File: src/rtl/fpnew_opgroup_out_fifo.sv
// Elastic output FIFO placed behind an FPU operation group. It also accumulates
// sticky exception flags over every result handed downstream.
package fpnew_pkg;
  typedef struct packed {
    logic NV;
    logic DZ;
    logic OF;
    logic UF;
    logic NX;
  } status_t;
endpackage

module fpnew_opgroup_out_fifo #(
  parameter int unsigned Width    = 32,
  parameter int unsigned Depth    = 2,
  parameter type         TagType  = logic,
  localparam int unsigned CntWidth = $clog2(Depth + 1)
) (
  input  logic                clk_i,
  input  logic                rst_i,
  input  logic                in_valid_i,
  output logic                in_ready_o,
  input  logic [Width-1:0]    result_i,
  input  fpnew_pkg::status_t  status_i,
  input  logic                extension_bit_i,
  input  TagType              tag_i,
  input  logic                flush_i,
  output logic                out_valid_o,
  input  logic                out_ready_i,
  output logic [Width-1:0]    result_o,
  output fpnew_pkg::status_t  status_o,
  output logic                extension_bit_o,
  output TagType              tag_o,
  output fpnew_pkg::status_t  fflags_o,
  input  logic                fflags_clr_i,
  output logic [CntWidth-1:0] count_o,
  output logic                busy_o
);

  localparam int unsigned         PtrWidth = (Depth > 1) ? $clog2(Depth) : 1;
  localparam logic [CntWidth-1:0] DepthCnt = CntWidth'(Depth);
  localparam logic [PtrWidth-1:0] LastPtr  = PtrWidth'(Depth - 1);

  logic [Width-1:0]   r_result [Depth];
  fpnew_pkg::status_t r_status [Depth];
  logic               r_ext    [Depth];
  TagType             r_tag    [Depth];

  logic [PtrWidth-1:0] r_wr_ptr;
  logic [PtrWidth-1:0] r_rd_ptr;
  logic [CntWidth-1:0] r_count;
  logic [CntWidth-1:0] w_count_next;
  logic                r_busy;
  fpnew_pkg::status_t  r_fflags;
  fpnew_pkg::status_t  w_fflags_next;
  fpnew_pkg::status_t  w_pop_status;
  logic                w_push;
  logic                w_pop;

  // Pointers step through 0..Depth-1 and wrap explicitly, so any Depth works.
  function automatic logic [PtrWidth-1:0] ptr_inc(input logic [PtrWidth-1:0] p);
    return (p == LastPtr) ? '0 : p + PtrWidth'(1);
  endfunction

  // A full buffer never accepts alongside a pop: in_ready ignores out_ready_i.
  assign in_ready_o  = (r_count < DepthCnt) & ~flush_i & ~rst_i;
  assign out_valid_o = (r_count != '0) & ~flush_i & ~rst_i;
  assign w_push      = in_valid_i & in_ready_o;
  assign w_pop       = out_valid_o & out_ready_i;

  assign result_o        = r_result[r_rd_ptr];
  assign status_o        = r_status[r_rd_ptr];
  assign extension_bit_o = r_ext[r_rd_ptr];
  assign tag_o           = r_tag[r_rd_ptr];
  assign fflags_o        = r_fflags;
  assign count_o         = r_count;
  assign busy_o          = r_busy;

  // Next occupancy and next sticky flags.
  always_comb begin
    w_count_next  = r_count;
    w_pop_status  = '0;
    w_fflags_next = r_fflags;
    if (w_pop) begin
      w_pop_status = status_o;
    end else begin
      w_pop_status = '0;
    end
    if (flush_i) begin
      w_count_next = '0;
    end else begin
      case ({w_push, w_pop})
        2'b10:   w_count_next = r_count + CntWidth'(1);
        2'b01:   w_count_next = r_count - CntWidth'(1);
        default: w_count_next = r_count;
      endcase
    end
    if (fflags_clr_i) begin
      w_fflags_next = w_pop_status;
    end else begin
      w_fflags_next = fpnew_pkg::status_t'(r_fflags | w_pop_status);
    end
  end

  // Entry storage, cleared on reset so the head reads as zero afterwards.
  always_ff @(posedge clk_i) begin
    if (rst_i) begin
      for (int i = 0; i < Depth; i++) begin
        r_result[i] <= '0;
        r_status[i] <= '0;
        r_ext[i]    <= 1'b0;
        r_tag[i]    <= '0;
      end
    end else if (w_push) begin
      r_result[r_wr_ptr] <= result_i;
      r_status[r_wr_ptr] <= status_i;
      r_ext[r_wr_ptr]    <= extension_bit_i;
      r_tag[r_wr_ptr]    <= tag_i;
    end
  end

  // Pointers, occupancy, busy and sticky flags.
  always_ff @(posedge clk_i) begin
    if (rst_i) begin
      r_wr_ptr <= '0;
      r_rd_ptr <= '0;
      r_count  <= '0;
      r_busy   <= 1'b0;
      r_fflags <= '0;
    end else begin
      if (flush_i) begin
        r_wr_ptr <= '0;
        r_rd_ptr <= '0;
      end else begin
        if (w_push) r_wr_ptr <= ptr_inc(r_wr_ptr);
        if (w_pop)  r_rd_ptr <= ptr_inc(r_rd_ptr);
      end
      r_count  <= w_count_next;
      r_busy   <= (w_count_next != '0);
      r_fflags <= w_fflags_next;
    end
  end

endmodule

File: config.mk
export PLATFORM = sky130hd
export DESIGN_NAME = fpnew_opgroup_out_fifo
export DESIGN_NICKNAME = d
export VERILOG_FILES = /design/src/rtl/fpnew_opgroup_out_fifo.sv
export SDC_FILE = /design/constraint.sdc
export NUM_CORES = 1
export LEC_CHECK = 0
export CAP_MARGIN = 10
export CORE_MARGIN = 2
export CORE_UTILIZATION = 55
export CTS_BUF_LIST = sky130_fd_sc_hd__clkbuf_8
export CTS_CLUSTER_DIAMETER = 80
export DETAILED_ROUTE_END_ITERATION = 8
export HOLD_SLACK_MARGIN = 0.08
export PLACE_DENSITY = 0.88
export SETUP_SLACK_MARGIN = 0.2
export SYNTH_ARGS = -nofsm -noshare
export SYNTH_HDL_FRONTEND = slang
export SYNTH_SLANG_ARGS = --single-unit
File: constraint.sdc
create_clock -name clk_i -period 5.6 [get_ports clk_i]
set_input_delay 0.84 -clock clk_i [delete_from_list [all_inputs] [get_ports clk_i]]
set_output_delay 0.84 -clock clk_i [all_outputs]
set_load 0.005 [all_outputs]
==> flow_summary.json <==
{
  "status": "complete, no violations",
  "power.switching_mw": 0.2836,
  "ys.flop_type": "edfxtp_1",
  "antenna_cells": 0,
  "drv_slew": 0,
  "swShare_pct": 18.87,
  "rsz0062_at_grt": "false",
  "postCtsSetupBuffers": 0,
  "htree_levels": 3,
  "tritoncts": "yes",
  "setup-tns-final_ns": 0,
  "hold_path_class": "register to register",
  "r2r-end": "r_result[0][27]",
  "p_comb_share_pct": 8.6,
  "fill_cells": 435,
  "p_int_mw": 1.219,
  "whs_path_depth": 1,
  "worst_setup_path_end_kind": "output pin",
  "grt_pass1_wl_mm": 11.34,
  "io_pins": 94,
  "worst_slack_ns": 2.209,
  "hold_start": "fflags_o[0]",
  "ys_seq_elements": 89,
  "cts_root_buffer": "clkbuf_8",
  "ys_seq_area_share_pct": 67.24,
  "postPlaceCellArea_sq_mm": 0.004785,
  "row_count": 30,
  "synth_edf_count": 78,
  "portBuffers": 93,
  "grt_usage_pct": 20.14,
  "cp_slowest_cell": "clkdlybuf4s50_1",
  "ys_types": 26,
  "yosysTopAreaCell": "edfxtp_1",
  "syn-instance-count": 254,
  "cts_buffer_depth": 2,
  "cap_violations": 0,
  "finalClockSkew_ns": 0.01179,
  "r2r_start": "count_o[1]",
  "grt_max_degree": 41,
  "path_cells": "clkdlybuf4s50_1 > or2_2 > nor2_2 > clkdlybuf4s50_1",
  "syn_nets": 300,
  "fin_nets": 391,
  "num_vias": 2306,
  "async_flop_share_pct": 0,
  "ant_nets": 0,
  "drc": 0,
  "fin_area_sq_mm": 0.005075,
  "peakVddDrop_uv": 206.7,
  "fin_crit_ns": 3.391,
  "cts_buffers": 9,
  "syn_area_sq_mm": 0.003811,
  "rr_worst_depth": 3,
  "hold_viol_final": 0,
  "antenna_found_initial": 0,
  "rrSetupSlack_ns": 2.76,
  "max-slew-margin-rel_pct": 35.21,
  "dieWidth_microns": 87.24,
  "overflow": 0,
  "yosysWarnings": 0,
  "layout-drive-gt1-share_pct": 21.14,
  "final_util_pct": 75.11,
  "setup.worst_path.start_class": "input port",
  "hold_slack_ns": 0.4697,
  "postCtsHoldBufs": 0,
  "die_y_microns": 87.24,
  "clkSinkCount": 89,
  "wl_mm": 7.432,
  "vias_per_cell": 5.363,
  "path_common_cell": "clkdlybuf4s50_1",
  "setup.worst_path.class": "input port to output pin",
  "clkPwrFrac_pct": 40.8,
  "first_pass_iters": 4,
  "grt_pass1_vias": 2330,
  "place_ws_ns": 1.782,
  "clkTransAtPathRegs_ns": 0.08,
  "core_region_area_sq_mm": 0.006756,
  "clock_latency_ns": 0.36,
  "setup_violations": 0,
  "wl_per_cell_microns": 17.28,
  "cts_resized": 0,
  "max_freq_mhz": 294.9,
  "drt-initial-drc-count": 97,
  "start_util_pct": 56.41,
  "pwr-share-seq_pct": 50.6,
  "globalplace.congestion": 0.7244,
  "syn_avg_cell_area_sq_um": 15.00,
  "yosys-top-cells-area": "edfxtp_1, mux2_2, and2_1",
  "min_to": "fflags_o[0]",
  "synth_common_cells": "edfxtp_1, and2_1, mux2_2, dfxtp_1, and2_2",
  "cp_data_arrival_time_ns": 2.55,
  "yosysTopAreaCellShare_pct": 61.46,
  "period_share_pct": 60.55,
  "worstPathMaxFanout": 8,
  "p_leak_nw": 1.874,
  "synth_most_common_cell": "edfxtp_1",
  "dp_hpwl_mm": 4.707,
  "critPathRequiredTime_ns": 4.76,
  "area.growth.synth_to_final_pct": 33.16,
  "max_stage_delay_ns": 0.55,
  "power_density_mw_per_mm2": 296.1,
  "worstMarginPinSlew_ns": 0.9719,
  "fp.dieArea_sq_mm": 0.007611
}
routing by layer:
layer,GRT usage (%),vias up,routed length [microns]
li1,-,1086,-
met1,25.15,1137,3188
met2,33.82,70,3761
met3,4.550,13,352
met4,8.531,0,129
met5,0,-,0
critical path: cells and delay by family:
kind / cells / cell delay (ns)
buffers and inverters: 2 / 1.04
and+or+nand+nor: 2 / 0.67
power groups by stage:
stage	registers (mW)	logic [mW]	clock network (mW)
detailed placement	0.776	0.129	0
finish	0.760	0.129	0.614
global route	0.763	0.139	0.644
floorplan	0.771	0.0470	0
global placement	0.773	0.127	0
CTS	0.761	0.130	0.617
kinds of logic (layout without fill, tap and decap cells):
logic type      Yosys count  count (layout)  share of synthesized area [%]
fa+ha+maj                 1               1                         0.3282
simple gates             97              97                          16.22
xor+xnor                  5               5                          1.149
flops                    89              89                          67.24
buf+inv                  14             110                          1.641
compound gates            9               9                          1.904
mux                      39              39                          11.52
worst max path at each step:
stage	depth (start not counted)	slack, ns	to	start
global placement	4	1.90	r_result[0][24]	flush_i
CTS	4	2.18	r_result[0][27]	rst_i
floorplan	4	3.01	r_ext[0]	flush_i
finish	4	2.21	out_valid_o	rst_i
detailed placement	4	1.78	r_result[0][28]	rst_i
global route	4	2.07	r_result[0][9]	rst_i
flip-flops by register name (all words and copies together) (netlist names), named ones only:
signal / flops
busy_o: 1
count_o: 2
fflags_o: 5
r_ext: 2
r_rd_ptr: 1
r_result: 64
r_status: 10
r_tag: 2
r_wr_ptr: 1
cell type report:
class / instances / area, sq um / area share (%)
clock buffer: 9 / 123.9 / 2.441
clock inverter: 7 / 166.4 / 3.279
inverter: 1 / 3.754 / 0.07396
multi-input combinational: 151 / 1186 / 23.37
sequential: 89 / 2564 / 50.52
tap: 80 / 100.1 / 1.972
timing repair buffer: 93 / 930.9 / 18.34
cells in the final DEF, fill, tap and decap left out, types with 2 or more instances in the layout:
cell type        count
dfxtp_1             10
clkdlybuf4s50_1     93
or2_2                3
bufinv_16            5
edfxtp_1            78
mux2_2              39
and2_2               9
and2_1              69
clkbuf_8             9
xor2_1               2
nor2_1               8
a32o_1               5
xnor2_1              3
o21ai_0              2
per-stage QoR:
| stage | power, mW | std cells |
|---|---|---|
| detailed placement | 0.9054 | 414 |
| global placement | 0.8999 | 414 |
| finish | 1.503 | 430 |
| floorplan | 0.8185 | 254 |
| global route | 1.546 | 430 |
| CTS | 1.508 | 430 |
No activity file was read; power rests on OpenSTA's default activity.
